$ cat src/rtl/game_ctrl.sv
// Per-frame game sequencer: frame strobe/timer, debounced jump request, score/speed ramp and IDLE/PLAY/OVER flow.
// Define GAME_CTRL_ACCEL_EN to build the speed ramp; otherwise speed is fixed at SPEED_INIT.
module game_ctrl #(
  parameter int DEBOUNCE_CYCLES = 250000,
  parameter int SPEED_INIT      = 6,
  parameter int SPEED_MAX       = 13,
  parameter int ACCEL_FRAMES    = 600,
  parameter int SCORE_DIV       = 6,
  parameter int RESTART_FRAMES  = 30
) (
  input  logic        clk,
  input  logic        rst,
  input  logic        frame_tick,
  input  logic        btn_jump,
  input  logic        collision,
  output logic        update,
  output logic [5:0]  timer,
  output logic [4:0]  speed,
  output logic        jump,
  output logic        crash,
  output logic        game_rst,
  output logic [13:0] score,
  output logic [1:0]  game_state
);

  typedef enum logic [1:0] {S_IDLE = 2'd0, S_PLAY = 2'd1, S_OVER = 2'd2} state_t;

  localparam int DBW = $clog2(DEBOUNCE_CYCLES + 1);
  localparam int SDW = $clog2(SCORE_DIV + 1);
  localparam int HW  = $clog2(RESTART_FRAMES + 1);
  localparam logic [13:0] SCORE_MAX = 14'd9999;

  logic           tick_q, tick_d, tick_prev_q, tick_prev_d, update_q, update_d;
  logic [5:0]     timer_q, timer_d;
  logic           sync1_q, sync1_d, sync2_q, sync2_d;
  logic [DBW-1:0] db_cnt_q, db_cnt_d;
  logic           db_q, db_d, db_prev_q, db_prev_d;
  state_t         state_q, state_d;
  logic           jump_q, jump_d, crash_q, crash_d, game_rst_q, game_rst_d;
  logic [13:0]    score_q, score_d;
  logic [SDW-1:0] sdiv_q, sdiv_d;
  logic [HW-1:0]  hold_q, hold_d;
  logic           press, play_step;

  always_comb begin
    tick_d      = frame_tick;
    tick_prev_d = tick_q;
    update_d    = tick_q & ~tick_prev_q;
    timer_d     = timer_q;
    if (update_q) timer_d = (timer_q == 6'd59) ? 6'd0 : timer_q + 6'd1;

    // Debounce: count consecutive disagreeing cycles, flip once the run is long enough.
    sync1_d   = btn_jump;
    sync2_d   = sync1_q;
    db_cnt_d  = '0;
    db_d      = db_q;
    db_prev_d = db_q;
    if (sync2_q != db_q) begin
      if (db_cnt_q == DBW'(DEBOUNCE_CYCLES - 1)) db_d = ~db_q;
      else db_cnt_d = db_cnt_q + 1'b1;
    end
    press = db_q & ~db_prev_q;

    state_d    = state_q;
    jump_d     = jump_q;
    crash_d    = crash_q;
    game_rst_d = 1'b0;
    score_d    = score_q;
    sdiv_d     = sdiv_q;
    hold_d     = hold_q;
    play_step  = 1'b0;
    case (state_q)
      S_IDLE: begin
        if (press) begin
          jump_d  = 1'b1;
          state_d = S_PLAY;
        end
      end
      S_PLAY: begin
        if (collision) begin
          crash_d = 1'b1;
          jump_d  = 1'b0;
          state_d = S_OVER;
        end else begin
          // A press in the update cycle wins, so the request survives into the next frame.
          if (press) jump_d = 1'b1;
          else if (update_q) jump_d = 1'b0;
          if (update_q) begin
            play_step = 1'b1;
            if (sdiv_q == SDW'(SCORE_DIV - 1)) begin
              sdiv_d = '0;
              if (score_q != SCORE_MAX) score_d = score_q + 14'd1;
            end else begin
              sdiv_d = sdiv_q + 1'b1;
            end
          end
        end
      end
      S_OVER: begin
        crash_d = 1'b1;
        jump_d  = 1'b0;
        if (update_q && hold_q != HW'(RESTART_FRAMES)) hold_d = hold_q + 1'b1;
        if (press && hold_q == HW'(RESTART_FRAMES)) begin
          game_rst_d = 1'b1;
          state_d    = S_IDLE;
          crash_d    = 1'b0;
          score_d    = '0;
          sdiv_d     = '0;
          hold_d     = '0;
        end
      end
      default: state_d = S_IDLE;
    endcase
  end

  always_ff @(posedge clk) begin
    if (rst) begin
      tick_q <= 1'b0; tick_prev_q <= 1'b0; update_q <= 1'b0; timer_q <= '0;
      sync1_q <= 1'b0; sync2_q <= 1'b0; db_cnt_q <= '0; db_q <= 1'b0; db_prev_q <= 1'b0;
      state_q <= S_IDLE; jump_q <= 1'b0; crash_q <= 1'b0; game_rst_q <= 1'b0;
      score_q <= '0; sdiv_q <= '0; hold_q <= '0;
    end else begin
      tick_q <= tick_d; tick_prev_q <= tick_prev_d; update_q <= update_d; timer_q <= timer_d;
      sync1_q <= sync1_d; sync2_q <= sync2_d; db_cnt_q <= db_cnt_d; db_q <= db_d; db_prev_q <= db_prev_d;
      state_q <= state_d; jump_q <= jump_d; crash_q <= crash_d; game_rst_q <= game_rst_d;
      score_q <= score_d; sdiv_q <= sdiv_d; hold_q <= hold_d;
    end
  end

`ifdef GAME_CTRL_ACCEL_EN
  localparam int AW = $clog2(ACCEL_FRAMES + 1);
  logic [AW-1:0] accel_q, accel_d;
  logic [4:0]    speed_q, speed_d;

  always_comb begin
    accel_d = accel_q;
    speed_d = speed_q;
    if (game_rst_d) begin
      accel_d = '0;
      speed_d = 5'(SPEED_INIT);
    end else if (play_step) begin
      if (accel_q == AW'(ACCEL_FRAMES - 1)) begin
        accel_d = '0;
        if (speed_q < 5'(SPEED_MAX)) speed_d = speed_q + 5'd1;
      end else begin
        accel_d = accel_q + 1'b1;
      end
    end
  end

  always_ff @(posedge clk) begin
    if (rst) begin
      accel_q <= '0;
      speed_q <= 5'(SPEED_INIT);
    end else begin
      accel_q <= accel_d;
      speed_q <= speed_d;
    end
  end

  assign speed = speed_q;
`else
  assign speed = 5'(SPEED_INIT);
`endif

  assign update     = update_q;
  assign timer      = timer_q;
  assign jump       = jump_q;
  assign crash      = crash_q;
  assign game_rst   = game_rst_q;
  assign score      = score_q;
  assign game_state = state_q;

endmodule

$ cat config.mk
export PLATFORM = sky130hd
export DESIGN_NAME = game_ctrl
export DESIGN_NICKNAME = d
export VERILOG_FILES = /design/src/rtl/game_ctrl.sv
export SDC_FILE = /design/constraint.sdc
export NUM_CORES = 1
export LEC_CHECK = 0
export CELL_PAD_IN_SITES_DETAIL_PLACEMENT = 0
export CELL_PAD_IN_SITES_GLOBAL_PLACEMENT = 1
export CORE_UTILIZATION = 25
export CTS_CLUSTER_SIZE = 8
export DETAILED_ROUTE_END_ITERATION = 8
export PLACE_DENSITY = 0.6
export SLEW_MARGIN = 0
export SYNTH_ARGS = -nofsm -noshare
export SYNTH_HDL_FRONTEND = slang
export SYNTH_SLANG_ARGS = --single-unit
$ cat constraint.sdc
create_clock -name clk -period 3.2 [get_ports clk]
set_clock_uncertainty 0.2 [all_clocks]
set_input_delay 0.32 -clock clk [delete_from_list [all_inputs] [get_ports clk]]
set_output_delay 0.32 -clock clk [all_outputs]
set_load 0.05 [all_outputs]
==> impl_metrics.prom <==
# TYPE chip_impl_metric gauge
chip_impl_info{name="run_status",value="finished, final reports clean"} 1
chip_impl_metric{name="p_leak",unit="nW"} 1.163
chip_impl_metric{name="avgRoutedWirePerCell",unit="um"} 13.87
chip_impl_metric{name="hold_bufs_at_cts",unit=""} 0
chip_impl_metric{name="dpl_cell_area",unit="um^2"} 3298
chip_impl_metric{name="share_of_the_clock_period_used_by_the_worst_path",unit="%"} 73.62
chip_impl_metric{name="dr.pass1.iters",unit=""} 4
chip_impl_metric{name="ioPinCount",unit=""} 36
chip_impl_metric{name="critPathBufInv",unit=""} 0
chip_impl_metric{name="numClockSinks",unit=""} 58
chip_impl_metric{name="initial_core_util",unit="%"} 26.00
chip_impl_metric{name="via_count_of_the_first_global_routing_pass",unit=""} 2367
chip_impl_info{name="min_path_type",value="reg -> reg"} 1
chip_impl_metric{name="detail_route.vias_per_cell",unit=""} 4.973
chip_impl_metric{name="yosys_warnings",unit=""} 0
chip_impl_metric{name="syn-instance-count",unit=""} 333
chip_impl_metric{name="ys_ff_latch",unit=""} 58
chip_impl_info{name="timing.setup.critical_path_class",value="reg -> reg"} 1
chip_impl_metric{name="detailroute.wirelength.met3",unit="um"} 290
chip_impl_metric{name="postCtsSetupBuffers",unit=""} 0
chip_impl_metric{name="synth_cell_type_count",unit=""} 51
chip_impl_info{name="timing.critical_path.from_type",value="register"} 1
chip_impl_metric{name="wl_met1",unit="mm"} 3.400
chip_impl_metric{name="postLayoutCellArea",unit="um^2"} 3606
chip_impl_metric{name="syn_area_per_cell",unit="um^2"} 8.537
chip_impl_metric{name="hold_ws",unit="ns"} 0.1793
chip_impl_metric{name="finish.utilization",unit="%"} 32.97
chip_impl_metric{name="remaining_drc_errors",unit=""} 0
chip_impl_metric{name="count_of_flip_flops_with_a_built_in_enable_after_synthesis",unit=""} 0
chip_impl_metric{name="yosys.area.top_type_share",unit="%"} 40.85
chip_impl_info{name="rsz0062_at_grt",value="no"} 1
chip_impl_info{name="start_point_of_the_worst_min_delay_path",value="tick_prev_q"} 1
chip_impl_metric{name="power.density",unit="nW/um^2"} 520.1
chip_impl_metric{name="grt_usage",unit="%"} 12.97
chip_impl_info{name="maxUsedRoutingLayer",value="met4"} 1
chip_impl_metric{name="worst-r2r-setup-slack",unit="ns"} 0.84
chip_impl_metric{name="fin_setup_tns",unit="ns"} 0
chip_impl_metric{name="num_antenna_cells",unit=""} 0
chip_impl_metric{name="synth_sequential_area_ratio",unit="%"} 40.85
chip_impl_metric{name="dp_hpwl",unit="mm"} 5.066
chip_impl_metric{name="floorplan.core_area",unit="um^2"} 10940
chip_impl_metric{name="die-height",unit="um"} 108.6
chip_impl_metric{name="met2_length",unit="mm"} 3.350
chip_impl_metric{name="portBuffers",unit=""} 30
chip_impl_metric{name="final.min_clock_period",unit="ns"} 2.356
chip_impl_metric{name="grt_start_max_net_pins",unit=""} 21
chip_impl_metric{name="final-setup-viol-count",unit=""} 0
chip_impl_metric{name="drv_cap",unit=""} 0
chip_impl_metric{name="post_cts_resized",unit=""} 0
chip_impl_metric{name="maxClockFrequency",unit="GHz"} 0.4245
chip_impl_metric{name="area_of_the_mapped_netlist",unit="um^2"} 2843
chip_impl_metric{name="async_set_or_reset_register_ratio_after_synthesis",unit="%"} 0
chip_impl_info{name="critPathSlowestCell",value="or4b_4"} 1
chip_impl_metric{name="cts_max_path_buffers",unit=""} 2
chip_impl_metric{name="cp_num_cells",unit=""} 4
chip_impl_metric{name="clock_latency",unit="ns"} 0.32
chip_impl_info{name="cts-root-buf",value="clkbuf_16"} 1
chip_impl_metric{name="detailedPlace.worstSlack",unit="ns"} 0.7691
chip_impl_info{name="synth_most_common_cell",value="dfxtp_1"} 1
chip_impl_metric{name="clkTransAtPathRegs",unit="ns"} 0.06
chip_impl_metric{name="share_of_post_route_cells_with_drive_strength_above_1",unit="%"} 7.239
chip_impl_metric{name="overflow",unit=""} 0
chip_impl_metric{name="std_cell_rows",unit=""} 38
chip_impl_metric{name="fin_nets",unit=""} 379
chip_impl_metric{name="worst_slew_margin_rel",unit="%"} 56.20
chip_impl_metric{name="num_vias",unit=""} 2551
chip_impl_metric{name="grt_pass1_wl",unit="mm"} 11.89
chip_impl_info{name="synth_area_leader_cell",value="dfxtp_1"} 1
chip_impl_metric{name="timing.final.max_slew_violations",unit=""} 0
chip_impl_metric{name="reg2regPathDepth",unit=""} 4
chip_impl_info{name="worst_r2r_endpoint",value="score[6]"} 1
chip_impl_metric{name="worst-endpoint-required",unit="ns"} 3.21
chip_impl_metric{name="cp_max_fo",unit=""} 9
chip_impl_metric{name="hold_path_depth",unit=""} 1
chip_impl_info{name="netlist_top_cells_area",value="dfxtp_1, nor2_1, nand3_1"} 1
chip_impl_metric{name="critical_path.max_stage_delay",unit="ns"} 0.57
chip_impl_metric{name="power.ir.vdd_worst",unit="uV"} 238.3
chip_impl_metric{name="worstPathArrival",unit="ns"} 2.36
chip_impl_info{name="critical_path.top_delay_family",value="simple AND/OR/NAND/NOR gates"} 1
chip_impl_metric{name="place_congestion",unit=""} 0.8207
chip_impl_metric{name="antenna_violations_before_repair",unit=""} 0
chip_impl_info{name="hold_end",value="update"} 1
chip_impl_info{name="cp_cell_sequence",value="or4b_4 > o41a_1 > o2111ai_1 > or3b_1"} 1
chip_impl_metric{name="tritoncts_buffer_count",unit=""} 9
chip_impl_info{name="reg2reg_from",value="score[6]"} 1
chip_impl_metric{name="setup_ws",unit="ns"} 0.8441
chip_impl_info{name="worstSetupEndpointType",value="register"} 1
chip_impl_metric{name="cts-htree-levels",unit=""} 3
chip_impl_metric{name="initialDrtViolationCount",unit=""} 92
chip_impl_info{name="synth_common_cells",value="dfxtp_1, nor2_1, nand2_1"} 1
chip_impl_info{name="cts_tree",value="done"} 1
chip_impl_metric{name="final_antenna_net_count",unit=""} 0
chip_impl_metric{name="drt_wl_total",unit="mm"} 7.114
chip_impl_metric{name="die_w",unit="um"} 108.6
chip_impl_metric{name="areaGrowthSynthToFinish",unit="%"} 26.85
chip_impl_metric{name="final_hold_viol_count",unit=""} 0
chip_impl_metric{name="worst_slew_pin_slew",unit="ns"} 0.6499
chip_impl_metric{name="die-area",unit="um^2"} 11800
chip_impl_info{name="dominantRegCellSynth",value="dfxtp_1"} 1
worst reg2reg max path, delay by kind of cell (launching register included):
kind | cells | cell delay, ns
flops | 1 | 0.39
simple gates | 2 | 0.92
compound gates | 2 | 0.73
routing by layer:
metal  global-route usage, %  vias up
met4                   4.054        0
li1                        -     1295
met1                   16.48     1211
met3                   3.885        6
met2                   20.98       39
met5                       0        -
layout by cell type (no fill, tap or decap), drive strengths merged, types with 3 or more instances in the layout:
master	n
dfxtp	58
nor2	30
clkdlybuf4s50	30
nand2	26
nand3	22
a21oi	21
o21ai	15
nand4	13
nor2b	12
inv	11
xor2	10
or4	9
clkbuf	9
and4	7
or3	7
xnor2	7
o31ai	6
nand2b	5
nor3	5
ha	5
conb	5
buf	5
o211ai	4
mux2i	4
and3	4
a31oi	3
nor4	3
clkinv	3
o41ai	3
power breakdown:
part	switching [mW]	internal, mW	total, mW
logic	0.0793	0.0395	0.119
clock network	0.330	0.672	1.00
registers	0.0186	0.737	0.755
total	0.428	1.45	1.88
logic make-up (layout without fill, tap and decap cells):
kind of cell	Yosys count	count (layout)	share of synthesized area, %
simple gates	157	157	30.81
mux	5	5	1.805
other cells	2	5	0.2642
buf+inv	24	61	3.873
fa+ha+maj	5	5	2.201
flops	58	58	40.84
xor+xnor	17	17	5.238
compound gates	65	65	14.97
final cells by class:
type / instances / area [um^2]
well taps: 140 / 175.2
clock inverters: 6 / 82.58
repair buffers: 35 / 337.8
clock buffers: 9 / 225.2
flip-flops and latches: 58 / 1161
fillers: 1170 / 7330
multi-input cells: 254 / 1583
inverters: 11 / 41.29
state kept, by name (all words and copies together), names as in the netlist:
name and count:
timer 6, hold_q 5, db_prev_d 1, sdiv_q 3
tick_prev_q 1, sync1_q 1, game_rst 1, score 14
tick_prev_d 1, crash 1, update 1, jump 1
db_prev_q 1, db_cnt_q 18, game_state 2, sync2_q 1
worst max-delay path by stage:
stage,from,endpoint
2_1_floorplan,score[0],score[6]
3_3_place_gp,collision,score[10]
3_5_place_dp,collision,score[12]
4_1_cts,score[6],score[6]
5_1_grt,score[0],score[6]
6_report,score[6],score[6]
through the flow:
stage	cells	total power, mW
6_report	513	1.875
5_1_grt	513	1.954
4_1_cts	513	1.909
3_5_place_dp	498	0.8896
3_3_place_gp	498	0.8892
2_1_floorplan	336	0.8533
(Power assumes the default switching activity.)
